<file path="config.mk">
export PLATFORM = sky130hd
export DESIGN_NAME = ddot_feeder
export DESIGN_NICKNAME = d
export VERILOG_FILES = /design/src/rtl/ddot_feeder.sv
export SDC_FILE = /design/constraint.sdc
export NUM_CORES = 1
export LEC_CHECK = 0
export ABC_AREA = 1
export BUFFER_PORTS_ARGS = -buffer_cell sky130_fd_sc_hd__buf_2
export CORE_MARGIN = 1
export CORE_UTILIZATION = 30
export DETAILED_ROUTE_END_ITERATION = 8
export PLACE_DENSITY = 0.47
export SLEW_MARGIN = 10
export SYNTH_ARGS = -nofsm -noshare
export SYNTH_HDL_FRONTEND = slang
export SYNTH_SLANG_ARGS = --single-unit
</file>
<file path="constraint.sdc">
create_clock -name clk -period 4.52 [get_ports clk]
set_input_delay 0.452 -clock clk [delete_from_list [all_inputs] [get_ports clk]]
set_output_delay 0.452 -clock clk [all_outputs]
set_load 0.02 [all_outputs]
</file>
<file path="src/rtl/ddot_feeder.sv">
// ddot_feeder: packs a serial (x, y) element stream into zero-padded 4-lane
// groups and issues each group as a one-cycle strobe. Consecutive strobes are
// kept at least MIN_GAP cycles apart.
module ddot_feeder #(
  parameter int unsigned W       = 32,
  parameter int unsigned MIN_GAP = 1,
  parameter int unsigned CW      = 16
) (
  input  logic          clk,
  input  logic          rst,
  input  logic          in_valid,
  output logic          in_ready,
  input  logic [W-1:0]  in_x,
  input  logic [W-1:0]  in_y,
  input  logic          in_last,
  output logic          ready,
  output logic [W-1:0]  x0,
  output logic [W-1:0]  x1,
  output logic [W-1:0]  x2,
  output logic [W-1:0]  x3,
  output logic [W-1:0]  y0,
  output logic [W-1:0]  y1,
  output logic [W-1:0]  y2,
  output logic [W-1:0]  y3,
  output logic          last,
  output logic [CW-1:0] grp_idx
);

  // The gap counter only has to hold MIN_GAP-1.
  localparam int unsigned GW = (MIN_GAP > 1) ? $clog2(MIN_GAP) : 1;

  logic [W-1:0]  lane_x [4];
  logic [W-1:0]  lane_y [4];
  logic [1:0]    idx;
  logic          pending;
  logic          pend_last;
  logic [GW-1:0] gap_cnt;
  logic [CW-1:0] grp_cnt;

  logic          fire;
  logic          accept;
  logic          complete;

  // Handshake and issue decisions; a beat can land on the same cycle a group leaves.
  always_comb begin
    fire     = pending & (gap_cnt == '0);
    in_ready = ~pending | fire;
    accept   = in_valid & in_ready;
    complete = accept & ((idx == 2'd3) | in_last);
  end

  // Collect lanes: write the current lane, zero the unused tail on completion.
  always_ff @(posedge clk) begin
    if (rst) begin
      idx <= '0;
      for (int i = 0; i < 4; i++) begin
        lane_x[i] <= '0;
        lane_y[i] <= '0;
      end
    end else if (accept) begin
      for (int i = 0; i < 4; i++) begin
        if (2'(i) == idx) begin
          lane_x[i] <= in_x;
          lane_y[i] <= in_y;
        end else if (complete && (2'(i) > idx)) begin
          lane_x[i] <= '0;
          lane_y[i] <= '0;
        end
      end
      idx <= complete ? 2'd0 : idx + 2'd1;
    end
  end

  // Pending flag, issue gap timer and per-vector group counter.
  always_ff @(posedge clk) begin
    if (rst) begin
      pending   <= 1'b0;
      pend_last <= 1'b0;
      gap_cnt   <= '0;
      grp_cnt   <= '0;
    end else begin
      pending <= complete | (pending & ~fire);
      if (complete) begin
        pend_last <= in_last;
      end
      if (fire) begin
        gap_cnt <= GW'(MIN_GAP - 1);
      end else if (gap_cnt != '0) begin
        gap_cnt <= gap_cnt - 1'b1;
      end
      if (fire) begin
        grp_cnt <= pend_last ? '0 : grp_cnt + 1'b1;
      end
    end
  end

  // Issue registers: snapshot the collect lanes on fire, hold otherwise.
  always_ff @(posedge clk) begin
    if (rst) begin
      ready   <= 1'b0;
      last    <= 1'b0;
      grp_idx <= '0;
      x0 <= '0; x1 <= '0; x2 <= '0; x3 <= '0;
      y0 <= '0; y1 <= '0; y2 <= '0; y3 <= '0;
    end else begin
      ready <= fire;
      if (fire) begin
        x0 <= lane_x[0]; x1 <= lane_x[1]; x2 <= lane_x[2]; x3 <= lane_x[3];
        y0 <= lane_y[0]; y1 <= lane_y[1]; y2 <= lane_y[2]; y3 <= lane_y[3];
        last    <= pend_last;
        grp_idx <= grp_cnt;
      end
    end
  end

endmodule

</file>
==> reports/qor.txt, run 1 <==
Clock Tree Buf Depth: 3
Final Cell Area: 23830 µm²
status: finished clean
ratio of final minimum period to clock period: 58.84%
post-CTS resize count: 0
Layout Skew: 11.52 ps
post-synth cell types: 32
Ys Warns: 0
Worst EP required: 5040 ps
top post-synthesis cells by area: edfxtp_1 (39%), dfxtp_1 (30%), nor2_1 (16%)
setup ws final: 1860 ps
Routability Congestion: 0.7743
crit path kind: flop to flop
count of final setup violators: 0
Global Route Usage Sum: 16.37%
Fillers: 6576
Num CTS Buffers: 59
first-pass GRT wire length: 84.12 mm
CP max stage cell: inv_8
top-count cell post-synth: nor2_1
initial antenna violation count: 2
area of the die: 66280 µm²
Critical Path, Cell by Cell: inv_1 -> nand2_8 -> inv_8 -> buf_12 -> nor2_1 -> nor2_1
number of synthesized flops with an enable pin: 256
clock latency on the worst-skew pair: 610 ps
fmax: 376.0 MHz
CP Launch Type: flop
Power Dens Cells: 471.8 nW/µm²
Post-synth top flop: dfxtp_1
Area growth syn-to-layout: 21.72%
Pleak: 10.09 nW
Post-Place Worst Slack: 1768 ps
vias per cell: 4.481
DRT antenna net count: 0
largest net degree at the start of global routing: 140
CTS Sinks: 551
layout net count: 2313
register area share after synthesis: 69.44%
largest area contributor in the synthesized netlist: edfxtp_1
Crit. End Element: flop
unrepaired setup endpoints after global routing: false
Core Area: 64460 µm²
drt drc: 0
I/O Buffers: 342
Row Count: 93
top cells by count, synth: nor2_1 (811), dfxtp_1 (295), edfxtp_1 (256)
final setup TNS: 0 ps
syn_area_per_cell: 10.07 µm²
die height: 257.4 µm
drt pass-1 iters: 4
post-layout minimum cycle time: 2660 ps
Slew Viols, Final: 0
WP data arrival: 3180 ps
worst hold path class: primary input to flop
fraction of registers with async set or reset after synthesis: 0%
Die W: 257.4 µm
# IOs: 343
Routed WL: 55.42 mm
max-cap violations: 0
WP buf/inv: 3
H-tree depth: 2
critical path's most frequent cell: nor2_1
CTS tree: built
CP max stage delay: 780 ps
Syn Inst Count: 1944
DP Area: 21900 µm²
WL per Instance: 17.62 µm
Final Hold Violating Endpoints: 0
crit path max fanout: 137
top cell type's share of synthesized area: 39.27%
Slew HR: 29.02%
DR vias: 14090
synthesized area: 19580 µm²
layout cells sized above 1: 20.14%
drt initial violations: 928
Max VDD drop: 0.2653 mV
Initial Util: 30.37%
fin util: 36.96%
Slew @ Worst Pin: 1065 ps
hpwl dp: 34.06 mm
synthesized flop and latch total: 551
Root Driver: clkbuf_16
synthesized net count: 2017
grt total ovfl: 0
post-CTS setup buffer count: 0
Top Family by Delay on Critical Path: buffers and inverters
vias in the first global route: 13880
CTS Hold Bufs: 0
Clock Pin Slew Worst Setup and Hold Paths: 60 ps
-- layout by cell type (no fill, tap or decap), drive strengths merged, types with 2 or more instances in the layout --
cell type | synthesis | final
nand2 | 49 | 49
dfxtp | 295 | 295
nand3 | 11 | 11
o21bai | 2 | 2
a21oi | 23 | 23
inv | 85 | 86
buf | 76 | 353
nor2 | 813 | 813
nor3 | 3 | 3
o21ai | 274 | 274
clkbuf | 42 | 95
ha | 5 | 5
nor3b | 2 | 2
edfxtp | 256 | 256
clkinv | 0 | 12
-- state kept, by name (all words and copies together) (netlist names) --
name and cells:
y0 32, last 1, gap_cnt 1, idx 2, grp_cnt 16, pending 1, ready 1, lane_y 128
y3 32, grp_idx 16, x1 32, x3 32, y1 32, pend_last 1, x2 32, y2 32
x0 32, lane_x 128
-- metal layers --
metal	up-vias	track usage (%)	part of all wire (%)
li1	6909	-	-
met1	6748	22.42	46
met2	362	26.44	46
met3	72	3.329	5.5
met4	2	3.830	1.7
met5	-	0	0.023
-- worst min-delay path, delay by kind of cell --
| kind | cells | cell delay (ps) |
|---|---|---|
| AO/OA/AOI/OAI | 1 | 60 |
| buffers and inverters | 1 | 110 |
| AND/OR/NAND/NOR | 1 | 60 |
-- final timing paths --
kind / startpoint / to / slack (ps) / cells after the start
setup / recovery: gap_cnt / x2[23] / 1860 / 6
hold / removal: in_last / pend_last / 140 / 3
hold reg to reg: grp_idx[14] / grp_idx[14] / 460 / 2
setup reg to reg: gap_cnt / x2[23] / 1860 / 6
-- layout make-up --
cell class | count | area [µm²] | share of cell area (%)
Multi-Input combinational cell | 1190 | 5050 | 21.19
Sequential cell | 551 | 13590 | 57.05
Timing Repair Buffer | 353 | 1857 | 7.793
Antenna cell | 1 | 2.502 | 0.01050
Tap cell | 855 | 1070 | 4.490
Inverter | 85 | 334.1 | 1.402
Clock buffer | 95 | 1817 | 7.625
Clock inverter | 15 | 103.9 | 0.4359
-- through the flow --
step / total power, W / hold WS [ps] / cells
2_1_floorplan: 0.006247 / 438.7 / 1944
3_3_place_gp: 0.006597 / 453.7 / 3034
3_5_place_dp: 0.006607 / 452.2 / 3034
4_1_cts: 0.01140 / 103.1 / 3144
5_1_grt: 0.01168 / 129.1 / 3145
6_report: 0.01124 / 135.6 / 3145
-- where the power goes --
part | internal, W | leakage (nW) | switching, W | total, W
clock | 0.00279 | 0.954 | 0.00197 | 0.00476
combinational | 0.000230 | 4.01 | 0.000607 | 0.000836
sequential | 0.00552 | 5.12 | 0.000121 | 0.00564
-- logic make-up (layout without fill, tap and decap cells) --
| logic type | count (synthesis) | count (layout) | share of synthesized area [%] |
|---|---|---|---|
| and+or+nand+nor | 882 | 882 | 17.30 |
| DFF | 551 | 551 | 69.44 |
| AOI/OAI and AO/OA | 302 | 302 | 7.792 |
| buffers and inverters | 203 | 548 | 5.126 |
| adders and majority gates | 5 | 5 | 0.3196 |
| other | 1 | 2 | 0.01916 |
Power figures use the tool's default switching activity.
==> inputs of run 2 (changes only) <==
Settings changed: ABC_AREA 1 to 0, PLACE_DENSITY 0.47 to 0.45.
Clock period 4.52 ns to 2.7 ns, I/O delays scaled along.
==> run 2 against run 1 <==
  * Clock skew increased by 16 ps
  * First-iteration DRC count down 0.97%
  * Cell count down 1.2%
  * Largest power group unchanged
  * Combinational power increased by 18%
  * Non-clock buffer count rose by 62
  * Register-to-register slack lost 1100 ps
  * Via count increased by 4.0%
  * Hold slack worse by 100 ps
  * Sequential share of layout area is 2.3 points lower
  * Total power rose by 61%
  * Critical path depth shrank 1
==> reports/qor.txt, run 2 <==
syn_area_per_cell: 10.58 µm²
Max VDD drop: 0.4860 mV
DR vias: 14660
Layout Skew: 27.16 ps
hpwl dp: 37.51 mm
Final Non-Filler Cells: 3107
Synth Area in XOR/XNOR: 0.4863%
most common cell after layout, fill and taps aside: nand2_1
CTS tree: built
H-tree depth: 2
Final Hold Violating Endpoints: 0
Clock Tree Buf Depth: 3
number of synthesized flops with an enable pin: 256
I/O Buffers: 342
DRT antenna net count: 0
simple-gate share of the synthesized area: 19.97%
# IOs: 343
internal power: 0.01391 W
synthesized net count: 1945
Crit. End Element: flop
post-layout minimum cycle time: 1917 ps
initial antenna violation count: 6
ratio of final minimum period to clock period: 71.01%
post-CTS setup buffer count: 0
worst hold path class: primary input to flop
post-synth cell types: 35
Row Count: 93
WP data arrival: 2280 ps
Worst EP required: 3060 ps
synthesized area: 19810 µm²
Clk pwr share: 43.9%
status: finished clean
most frequent cells in the layout: nand2_1 (559), buf_2 (341), dfxtp_1 (295)
Global Route Usage Sum: 17.87%
layout net count: 2271
Power Dens Cells: 730.4 nW/µm²
top cells by count, synth: nand2_1 (559), dfxtp_1 (295), a21oi_1 (283)
Pleak: 10.57 nW
post-CTS resize count: 0
Placed Cells: 2952
register area share after synthesis: 68.62%
Fillers: 6538
Clock Pin Slew Worst Setup and Hold Paths: 60 ps
crit path kind: flop to flop
vias in the first global route: 14640
post-synthesis mux area share: 0%
Area growth syn-to-layout: 25.31%
main combinational cell family by area after synthesis: simple AND/OR/NAND/NOR gates
final setup TNS: 0 ps
Root Driver: clkbuf_16
top-count cell post-synth: nand2_1
die height: 259.0 µm
layout cells sized above 1: 21.07%
Routability Congestion: 0.7529
Slew Viols, Final: 0
top cell type's share of synthesized area: 38.81%
fraction of registers with async set or reset after synthesis: 0%
Initial Util: 30.57%
Syn Inst Count: 1872
Die W: 259.0 µm
synthesized flop and latch total: 551
Slew HR: 41.00%
switch share: 23.31%
top post-synthesis cells by area: edfxtp_1 (39%), dfxtp_1 (30%), nand2_1 (11%)
RR Startpoint: pending
Net Sw Power: 0.004226 W
biggest registers after layout: lane_x (128), lane_y (128)
WL per Instance: 19.64 µm
Post-synth top flop: dfxtp_1
max-cap violations: 0
combinational share of power: 5.5%
Routed WL: 61.03 mm
Tot Pwr: 0.01813 W
largest net degree at the start of global routing: 150
Crit. Startpoint: pending
grt total ovfl: 0
area of the die: 67070 µm²
clock latency on the worst-skew pair: 630 ps
CTS Sinks: 551
fin util: 38.30%
largest area contributor in the synthesized netlist: edfxtp_1
fmax: 521.6 MHz
drt pass-1 iters: 6
count of final setup violators: 0
unrepaired setup endpoints after global routing: false
drt drc: 0
sequential power share: 50.7%
Slew @ Worst Pin: 885.1 ps
drt initial violations: 919
vias per cell: 4.717
adder-cell share of the synthesized area: 0.3158%
first-pass GRT wire length: 91.70 mm
Ys Warns: 0
CP Launch Type: flop
Compound-Gate Fraction of Synth Area: 7.465%
Num CTS Buffers: 60
Core Area: 64810 µm²
crit path max fanout: 139
worst hold start: in_x[28]
[run 2: cell count changes after synthesis, moves of 14 or more]
cell,before,now
nor2_1,811,16
nand2_1,45,559
a21oi_1,23,283
and3_1,0,258
o21ai_0,247,2
inv_1,82,3
clkbuf_1,42,113
o21ai_1,27,0
buf_6,17,0
buf_2,47,33
[run 2: power groups by stage]
stage	Clock, W	Combinational (W)	Sequential [W]
2_1_floorplan	0	0.000417	0.00942
3_3_place_gp	0	0.000955	0.00936
3_5_place_dp	0	0.000962	0.00937
4_1_cts	0.00818	0.00101	0.00919
5_1_grt	0.00852	0.00108	0.00921
6_report	0.00796	0.000988	0.00919
[run 2: stage by stage]
stage | hold slack (ps) | setup slack (ps) | cell area (µm²)
detailed placement | 444.4 | 805.0 | 22520
floorplan | 410.5 | 123.3 | 19830
CTS | 0.6000 | 794.0 | 24820
global placement | 441.6 | 796.9 | 22520
global route | 7.353 | 692.5 | 24820
finish | 35.96 | 782.9 | 24820
[run 2: metal layers]
layer / wire length (µm) / vias up / track usage, %
met2: 28080 / 370 / 28.74
li1: - / 7061 / -
met4: 1231 / 6 / 4.487
met1: 27490 / 7135 / 23.77
met5: 39 / - / 0
met3: 4183 / 84 / 4.784
[run 2: final cells by class]
class                   count  area, µm²  share of cell area (%)
clock buffers              93       1715                   6.910
repair buffers            415       2567                   10.34
inverters                   3      11.26                 0.04536
well taps                 855       1070                   4.309
clock inverters            21      188.9                  0.7611
multi-input cells        1167       5673                   22.85
flip-flops and latches    551      13590                   54.76
diodes                      2      5.005                 0.02016
[run 2: path summary, 6_finish.rpt]
check                           slack [ps]  cells past startpoint            end
worst max-delay path                   780                      5  lane_y[0][15]
worst min register to register         450                      2         y0[18]
worst max register to register         780                      5  lane_y[0][15]
worst min-delay path                    40                      2  lane_x[1][28]
[run 2: worst max-delay path, cell delays in order, from the launching register on]
cell and delay, ps:
dfxtp_1 470, nand2_1 140, nand2_1 310, nor2_4 80, buf_12 220, and3_1 310
[run 2: cell families after synthesis]
group	after synthesis
simple gates	858
flops	551
compound gates	292
buf+inv	154
xor+xnor	11
fa+ha+maj	5
other cells	1
[run 2: what timing repair did]
action,CTS,global route
hold endpoints to repair,120,0
hold buffers,39,0
setup endpoints to repair,0,0
==> inputs of run 3 (changes only) <==
Settings changed: ABC_AREA 0 to 1.
Clock period 2.7 ns to 1.8 ns, I/O delays scaled along.
==> run 3 against run 2 <==
  * Global-route usage fell by 1.1 points
  * Final area grew 1.8%
  * Cell count is 4.9% higher
  * Clock power up 53%
  * Largest cell class unchanged
==> reports/qor.txt, run 3 (synthesis results as in run 1) <==
drt drc: 0
clock latency on the worst-skew pair: 600 ps
Area growth syn-to-layout: 29.06%
Clock Tree Buf Depth: 3
vias per cell: 4.411
Layout Skew: 12.23 ps
largest net degree at the start of global routing: 110
Net Sw Power: 0.006880 W
Final Cell Area: 25260 µm²
internal power: 0.02190 W
Routed WL: 56.87 mm
Routability Congestion: 0.7602
biggest registers after layout: lane_x (128), lane_y (128)
ratio of final minimum period to clock period: 97.43%
post-layout minimum cycle time: 1754 ps
Row Count: 93
max-cap violations: 0
combinational share of power: 8.4%
most common cell after layout, fill and taps aside: nor2_1
CTS tree: built
CTS Sinks: 551
CP max stage cell: dfxtp_4
grt total ovfl: 0
Clock Pin Slew Worst Setup and Hold Paths: 60 ps
Die W: 257.4 µm
first-pass GRT wire length: 86.04 mm
initial antenna violation count: 0
Max VDD drop: 0.7647 mV
DR vias: 14380
multi-input gate area in the final layout: 5097 µm²
crit path max fanout: 6
Final Non-Filler Cells: 3259
count of final setup violators: 0
Fillers: 6538
WP data arrival: 2070 ps
drt pass-1 iters: 5
CP Launch Type: flop
Initial Util: 30.37%
Clk pwr share: 42.5%
unrepaired setup endpoints after global routing: false
most frequent cells in the layout: nor2_1 (809), buf_2 (342), dfxtp_1 (292)
area of the die: 66280 µm²
worst hold path class: primary input to flop
Reg area: 13600 µm²
sequential power share: 49.2%
Final Hold Violating Endpoints: 0
setup slack, reg-to-reg: 50 ps
Slew HR: 59.38%
WL per Instance: 17.45 µm
vias in the first global route: 14230
Placed Cells: 3078
Worst EP required: 2120 ps
layout net count: 2427
Global Route Usage Sum: 16.81%
Min Hold Slack: 51.95 ps
Critical Path, Cell by Cell: ha_4 -> nor2_2 -> nor2_4 -> nand2_1 -> o211ai_1 -> buf_6 -> clkbuf_16
Power Dens Cells: 1139 nW/µm²
switch share: 23.91%
layout cells sized above 1: 21.84%
Slew Viols, Final: 0
DP Area: 22550 µm²
crit path kind: flop to flop
final setup TNS: 0 ps
Num CTS Buffers: 60
# IOs: 343
Pleak: 10.77 nW
drt initial violations: 768
Root Driver: clkbuf_16
die height: 257.4 µm
CP max stage delay: 380 ps
status: finished clean
Antenna Diode Count: 0
DRT antenna net count: 0
Core Area: 64460 µm²
hpwl dp: 36.96 mm
I/O Buffers: 342
fmax: 570.2 MHz
Slew @ Worst Pin: 609.3 ps
Crit. End Element: flop
fin util: 39.19%
H-tree depth: 2
==> run 3: cell types whose count changed in the layout (fill, tap and decap cells not counted), moves of 27 or more <==
cell / delta
and3_1: -258
o21ai_1: +27
nor2_1: +794
nand2_1: -516
inv_1: +79
o21ai_0: +245
a21oi_1: -260
==> run 3: repair_timing <==
item,in CTS,in global routing
resized for setup,0,6
setup buffers,0,3
hold buffers,63,0
hold endpoints to repair,238,0
setup endpoints to repair,0,42
==> run 3: power groups by stage <==
| stage | logic (W) | clock network (W) | registers [W] |
|---|---|---|---|
| 3_3_place_gp | 0.00229 | 0 | 0.0144 |
| 5_1_grt | 0.00266 | 0.0131 | 0.0142 |
| 2_1_floorplan | 0.000983 | 0 | 0.0147 |
| 4_1_cts | 0.00242 | 0.0126 | 0.0142 |
| 3_5_place_dp | 0.00231 | 0 | 0.0144 |
| 6_report | 0.00240 | 0.0122 | 0.0141 |
==> run 3: metrics by stage <==
step           setup slack, ps  power, W
2_1_floorplan            -2480   0.01569
3_3_place_gp             37.61   0.01671
3_5_place_dp             34.25   0.01673
4_1_cts                  19.10   0.02920
5_1_grt                  11.81   0.02997
6_report                 46.34   0.02878
==> run 3: final cells by class <==
class                      instances  share of cell area, %
sequential                       551                  53.84
timing repair buffer             466                  12.59
inverter                          85                  1.332
multi-input combinational       1190                  20.18
clock inverter                    26                 0.8172
tap                              855                  4.235
clock buffer                      86                  7.008
==> run 3: final timing paths <==
path | to | depth (start not counted) | start
setup reg to reg | lane_y[1][18] | 7 | idx[0]
hold / removal | lane_x[3][0] | 3 | in_x[0]
setup / recovery | lane_y[1][18] | 7 | idx[0]
hold reg to reg | grp_idx[8] | 2 | grp_idx[8]
==> run 3: critical path, delay by kind of cell, from the launching register on <==
| kind | cells | cell delay, ps |
|---|---|---|
| compound gates | 1 | 290 |
| buf+inv | 2 | 410 |
| simple gates | 3 | 240 |
| fa+ha+maj | 1 | 140 |
| flops | 1 | 380 |
==> run 3: layer usage <==
metal	global-route usage, %	share of wire (%)	up-vias
met3	3.871	5.7	78
met1	21.84	45	6819
met2	28.07	48	339
met5	0	0	-
met4	4.257	2.0	0
li1	-	-	7141
